===== src/rtl/fmul_seq_pkg.sv =====
// Shared FP number model for the multiply/divide pair: field layout,
// bias, saturation magnitude and the multiplier FSM encoding.
package fmul_seq_pkg;

    typedef struct packed {
        logic       sign;
        logic [7:0] exp;
        logic [22:0] man;
    } fp32_t;

    localparam int          EXP_BIAS   = 127;
    localparam int          MAN_W      = 23;
    localparam logic [30:0] FP_SAT_MAG = 31'h7FFFFFFF;

    typedef enum logic [1:0] {FM_IDLE, FM_MUL, FM_NORM, FM_DONE} fmul_state_e;

    // Magnitude zero; the sign bit does not matter for the fast path.
    function automatic logic is_zero(fp32_t x);
        return (x.exp == 8'h00) && (x.man == '0);
    endfunction

endpackage


===== src/rtl/fmul_seq_if.sv =====
// Operand/result handshake bundle between an FPU issuer and fmul_seq.
interface fmul_seq_if;
    logic        in_valid;
    logic        in_ready;
    logic [31:0] first_operand;
    logic [31:0] second_operand;
    logic        out_valid;
    logic        out_ready;
    logic [31:0] calculation_output;
    logic        busy;

    modport master (
        output in_valid, first_operand, second_operand, out_ready,
        input  in_ready, out_valid, calculation_output, busy
    );

    modport slave (
        input  in_valid, first_operand, second_operand, out_ready,
        output in_ready, out_valid, calculation_output, busy
    );
endinterface


===== src/rtl/fmul_seq_mant.sv =====
// 24x24 unsigned shift-add mantissa multiplier, RADIX_BITS multiplier bits
// per cycle, LSB first. 'done' is high during the final iteration cycle, so
// the full product is on product_hi from the following cycle onward.
module fp_mant_mul_seq #(
    parameter int RADIX_BITS = 1
) (
    input  logic        clk,
    input  logic        rst,
    input  logic        start,
    input  logic [23:0] mcand,
    input  logic [23:0] mplier,
    output logic        done,
    output logic [24:0] product_hi   // P[47:23]; lower bits are truncated away
);
    localparam int N_ITER = 24 / RADIX_BITS;

    logic [47:0] acc, acc_nxt;
    logic [47:0] mcand_q;
    logic [23:0] mplier_q;
    logic [4:0]  cnt;
    logic        active;

    // Add this cycle's RADIX_BITS partial products into the accumulator.
    always_comb begin
        acc_nxt = acc;
        for (int j = 0; j < RADIX_BITS; j++) begin
            if (mplier_q[j]) acc_nxt = acc_nxt + (mcand_q << j);
        end
    end

    // Operand shift registers, accumulator and iteration counter.
    always_ff @(posedge clk) begin
        if (rst) begin
            acc      <= '0;
            mcand_q  <= '0;
            mplier_q <= '0;
            cnt      <= '0;
            active   <= 1'b0;
        end else if (start) begin
            acc      <= '0;
            mcand_q  <= {24'h0, mcand};
            mplier_q <= mplier;
            cnt      <= '0;
            active   <= 1'b1;
        end else if (active) begin
            acc      <= acc_nxt;
            mcand_q  <= mcand_q << RADIX_BITS;
            mplier_q <= mplier_q >> RADIX_BITS;
            cnt      <= cnt + 5'd1;
            if (done) active <= 1'b0;
        end
    end

    assign done       = active && (cnt == 5'(N_ITER - 1));
    assign product_hi = acc[47:23];
endmodule


===== src/rtl/fmul_seq.sv =====
// Multi-cycle single-precision multiplier: FSM, sign/exponent path,
// normalisation/classification and the registered result.
module fmul_seq
    import fmul_seq_pkg::*;
#(
    parameter int RADIX_BITS = 1
) (
    input  logic         clk,
    input  logic         rst,
    fmul_seq_if.slave    bus
);
    fmul_state_e state, state_nxt;

    fp32_t a, b;
    logic  accept, op_zero, mul_start, mul_done;
    logic  [24:0] prod_hi;

    logic              sign_q;
    logic signed [9:0] exp_q, exp_norm;
    logic [22:0]       man_norm;
    logic [31:0]       res_norm, res_q;

    assign a         = bus.first_operand;
    assign b         = bus.second_operand;
    assign accept    = bus.in_valid && bus.in_ready;
    assign op_zero   = is_zero(a) || is_zero(b);
    assign mul_start = accept && !op_zero;

    fp_mant_mul_seq #(.RADIX_BITS(RADIX_BITS)) u_mant (
        .clk        (clk),
        .rst        (rst),
        .start      (mul_start),
        .mcand      ({1'b1, a.man}),
        .mplier     ({1'b1, b.man}),
        .done       (mul_done),
        .product_hi (prod_hi)
    );

    // State register.
    always_ff @(posedge clk) begin
        if (rst) state <= FM_IDLE;
        else     state <= state_nxt;
    end

    // Next-state: zero operands skip straight to DONE.
    always_comb begin
        state_nxt = state;
        case (state)
            FM_IDLE: if (accept) state_nxt = op_zero ? FM_DONE : FM_MUL;
            FM_MUL:  if (mul_done) state_nxt = FM_NORM;
            FM_NORM: state_nxt = FM_DONE;
            FM_DONE: if (bus.out_ready) state_nxt = FM_IDLE;
            default: state_nxt = FM_IDLE;
        endcase
    end

    // Handshake outputs decoded from state.
    always_comb begin
        bus.in_ready  = (state == FM_IDLE);
        bus.busy      = (state != FM_IDLE);
        bus.out_valid = (state == FM_DONE);
    end

    // Sign and biased exponent sum captured at accept; 10-bit signed so
    // underflow and overflow are both visible without wrap.
    always_ff @(posedge clk) begin
        if (rst) begin
            sign_q <= 1'b0;
            exp_q  <= '0;
        end else if (accept) begin
            sign_q <= a.sign ^ b.sign;
            exp_q  <= $signed({2'b00, a.exp}) + $signed({2'b00, b.exp})
                      - 10'sd127;
        end
    end

    // Normalise on P[47] and classify into underflow / saturate / normal.
    always_comb begin
        exp_norm = exp_q + $signed({9'h0, prod_hi[24]});
        man_norm = prod_hi[24] ? prod_hi[23:1] : prod_hi[22:0];
        if (exp_norm <= 10'sd0)
            res_norm = {sign_q, 31'h0};
        else if (exp_norm >= 10'sd255)
            res_norm = {sign_q, FP_SAT_MAG};
        else
            res_norm = {sign_q, exp_norm[7:0], man_norm};
    end

    // Result register: loaded on the zero fast path or at NORM, else held.
    always_ff @(posedge clk) begin
        if (rst)
            res_q <= 32'h0;
        else if (accept && op_zero)
            res_q <= {a.sign ^ b.sign, 31'h0};
        else if (state == FM_NORM)
            res_q <= res_norm;
    end

    assign bus.calculation_output = res_q;
endmodule


===== src/flat_wrapper.sv =====
// flat-port wrapper written by rule: the top's interface ports become plain ports
module fmul_seq_flat import fmul_seq_pkg::*;
#(
    parameter int RADIX_BITS = 1
)
  (clk, rst, bus_in_valid, bus_first_operand, bus_second_operand, bus_out_ready, bus_in_ready, bus_out_valid, bus_calculation_output, bus_busy);
  fmul_seq_if bus_i ();
  input  logic clk;
  input  logic rst;
  input wire logic [$bits(bus_i.in_valid)-1:0] bus_in_valid;
  input wire logic [$bits(bus_i.first_operand)-1:0] bus_first_operand;
  input wire logic [$bits(bus_i.second_operand)-1:0] bus_second_operand;
  input wire logic [$bits(bus_i.out_ready)-1:0] bus_out_ready;
  output wire logic [$bits(bus_i.in_ready)-1:0] bus_in_ready;
  output wire logic [$bits(bus_i.out_valid)-1:0] bus_out_valid;
  output wire logic [$bits(bus_i.calculation_output)-1:0] bus_calculation_output;
  output wire logic [$bits(bus_i.busy)-1:0] bus_busy;
  assign bus_i.in_valid = bus_in_valid;
  assign bus_i.first_operand = bus_first_operand;
  assign bus_i.second_operand = bus_second_operand;
  assign bus_i.out_ready = bus_out_ready;
  assign bus_in_ready = bus_i.in_ready;
  assign bus_out_valid = bus_i.out_valid;
  assign bus_calculation_output = bus_i.calculation_output;
  assign bus_busy = bus_i.busy;
  fmul_seq #(.RADIX_BITS(RADIX_BITS)) u_core (.clk(clk), .rst(rst), .bus(bus_i));
endmodule

===== config.mk =====
export PLATFORM = sky130hd
export DESIGN_NAME = fmul_seq_flat
export DESIGN_NICKNAME = d
export VERILOG_FILES = /design/src/rtl/fmul_seq_pkg.sv /design/src/rtl/fmul_seq_if.sv /design/src/rtl/fmul_seq_mant.sv /design/src/rtl/fmul_seq.sv /design/src/flat_wrapper.sv
export SDC_FILE = /design/constraint.sdc
export NUM_CORES = 1
export LEC_CHECK = 0
export ABC_AREA = 1
export CORE_MARGIN = 2
export CORE_UTILIZATION = 50
export DETAILED_ROUTE_END_ITERATION = 10
export GPL_ROUTABILITY_DRIVEN = 0
export MAX_ROUTING_LAYER = met4
export PLACE_DENSITY = 0.68
export SETUP_SLACK_MARGIN = 0.5
export SLEW_MARGIN = 20
export SYNTH_ARGS = -nofsm -noshare
export SYNTH_HDL_FRONTEND = slang
export SYNTH_SLANG_ARGS = --single-unit

===== constraint.sdc =====
create_clock -name clk -period 3.3 [get_ports clk]
set_input_delay 0.33 -clock clk [delete_from_list [all_inputs] [get_ports clk]]
set_output_delay 0.33 -clock clk [all_outputs]
set_load 0.05 [all_outputs]

==> qor.yml <==
grt_pass1_wl_um: 54000
routed_wl_um: 33100
synth_most_common_cell: "nand2_1"
io_pins: 103
core_area_um2: 23400
dieWidth_um: 158
ys_seq_area_share_pct: 28.9
grt_usage_pct: 27.6
insertion_delay_ns: 0.44
fmax_mhz: 397
outcome: "completed"
dp_hpwl_um: 25000
synthCells: 1973
fin_ws_ns: 0.781
grt_max_degree: 95
avgSynthCellArea_um2: 6.01
cts_root_buf: "clkbuf_16"
synth_top_area_cell: "dfxtp_1"
initial_core_util_pct: 50.7
final_max_slew_viol_count: 0
numCtsBuffers: 17
clockBufferDepth: 2
final_antenna_net_count: 0
ys_warn_count: 0
h-tree-depth: 4
worstMarginPinSlew_ns: 0.810
endpoint_kind: "output pin"
cts_sinks: 171
powerDensity_nw_per_um2: 533
synthArstFlopShare_pct: 0
netlist.area_leader.share_pct: 28.9
clk_pin_slew_ns: 0.07
rsz0062_at_grt: "no"
p_leak_uw: 0.00659
required_ns: 2.97
die_h_um: 158
num_vias: 12240
cts-resized-gates: 0
period_needed_ns: 2.52
cts_tree: "done"
post_cts_buffers: 0
cts_hold_buf: 0
synthFlopType: "dfxtp_1"
viasPerCell: 5.16
synthTopCellsByArea: "dfxtp_1, nand2_1, inv_1"
cap_violations: 0
portBuffers: 102
first_pass_iters: 5
gr-total-overflow: 0
fin_nets: 2173
synthToLayoutAreaGrowth_pct: 15.4
synth_edf_count: 0
dp_slack_ns: 0.449
drt-initial-drc-count: 946
antenna_cells: 0
fin_worst_skew_ns: 0.0164
syn-num-nets: 2107
ys_types: 40
antenna_found_initial: 0
setup_viol: 0
hold_viol: 0
arrival_ns: 2.19
cp_max_fo: 5
slew_headroom_pct: 46.0
drive_gt1_share_pct: 3.56
tns_ns: 0
avgRoutedWirePerCell_um: 14.0
crit_path_start_kind: "flip-flop"
ys_ff_latch: 171
rows: 56
peakVddDrop_mv: 0.290
die_area_um2: 25000
crit_type: "flip-flop to output pin"
fin_crit_sh_pct: 76.3
syn_area_um2: 11900
synthTopCellsByCount: "nand2_1, inv_1, nor2_1, dfxtp_1"
grt_pass1_vias: 10919
drc_errors: 0
hp-class: "flip-flop to flip-flop"
power_uw: 7290
[final timing paths]
kind | startpoint | to | slack [ns] | cells after the start
max | u_core.state[0] | bus_busy | 0.78 | 4
min reg2reg | u_core.bus.calculation_output[13] | u_core.bus.calculation_output[13] | 0.46 | 2
max reg2reg | u_core.u_mant.acc[47] | u_core.bus.calculation_output[16] | 0.83 | 11
min | u_core.bus.calculation_output[13] | u_core.bus.calculation_output[13] | 0.46 | 2
[report_power, final]
part | internal, uW | switching, uW | leakage (uW)
combinational | 881 | 1710 | 0.00492
clock | 1100 | 981 | 0.000281
sequential | 2370 | 247 | 0.00139
[area by class of cell]
type | instances | area, um^2
timing repair buffer | 119 | 1160
clock inverter | 13 | 151
fill | 2405 | 9720
clock buffer | 19 | 443
inverter | 249 | 935
sequential | 171 | 3420
tap | 319 | 399
multi-input combinational | 1481 | 7170
[kinds of logic (layout without fill, tap and decap cells)]
| logic type | after synthesis | after routing | share of synthesized area [%] |
|---|---|---|---|
| simple gates | 1126 | 1126 | 38.7 |
| buf+inv | 321 | 400 | 10.7 |
| compound gates | 240 | 240 | 10.9 |
| flops | 171 | 171 | 28.9 |
| fa+ha+maj | 66 | 66 | 7.09 |
| xor+xnor | 35 | 35 | 2.59 |
| mux | 14 | 14 | 1.18 |
[flip-flops by register name, summed over array words and instances, names as in the netlist]
| signal | flops |
|---|---|
| u_core.u_mant.cnt | 5 |
| u_core.u_mant.mcand_q | 48 |
| u_core.state | 2 |
| u_core.u_mant.acc | 48 |
| u_core.sign_q | 1 |
| u_core.exp_q | 10 |
| u_core.bus.calculation_output | 32 |
| u_core.u_mant.mplier_q | 24 |
| u_core.u_mant.active | 1 |
[per-layer routing]
| layer | global-route usage (%) | vias to the layer above | wire (um) |
|---|---|---|---|
| met2 | 45.0 | 357 | 15400 |
| met3 | 3.50 | 49 | 1690 |
| met5 | - | - | 0 |
| met1 | 36.2 | 5495 | 15300 |
| li1 | - | 6339 | - |
| met4 | 7.29 | 0 | 712 |
[layout by cell type, fill, tap and decap left out, types with 3 or more instances in the layout]
| master | instances |
|---|---|
| nand2_1 | 684 |
| inv_1 | 244 |
| nor2_1 | 225 |
| dfxtp_1 | 170 |
| nand3_1 | 154 |
| a21oi_1 | 154 |
| clkdlybuf4s50_1 | 102 |
| ha_1 | 64 |
| o21ai_0 | 50 |
| xor2_1 | 29 |
| nand4_1 | 22 |
| clkbuf_16 | 17 |
| buf_4 | 16 |
| mux2i_1 | 14 |
| nor3_1 | 13 |
| o21bai_1 | 12 |
| a21oi_2 | 10 |
| xnor2_1 | 6 |
| nand3b_1 | 6 |
| nor4_1 | 5 |
| inv_6 | 5 |
| nand2_2 | 4 |
| clkinv_1 | 3 |
| o21a_1 | 3 |
| or2_2 | 3 |
| a31oi_1 | 3 |
| and2_1 | 3 |
| clkinvlp_4 | 3 |
[worst max-delay path, cell delays in order, from the launching register on]
cell	delay, ns
dfxtp_1	0.39
inv_1	0.09
ha_1	0.26
inv_1	0.19
clkdlybuf4s50_1	0.84
[metrics by stage]
stage	utilization, %	hold slack (ns)	instance area (um^2)	instances
2_1_floorplan	-	0.445	11900	1973
6_report	58.5	0.464	13700	2371
5_1_grt	58.5	0.490	13700	2371
3_3_place_gp	55.9	0.452	13100	2339
4_1_cts	58.4	0.466	13700	2371
3_5_place_dp	55.9	0.455	13100	2339
(Power assumes the default switching activity.)
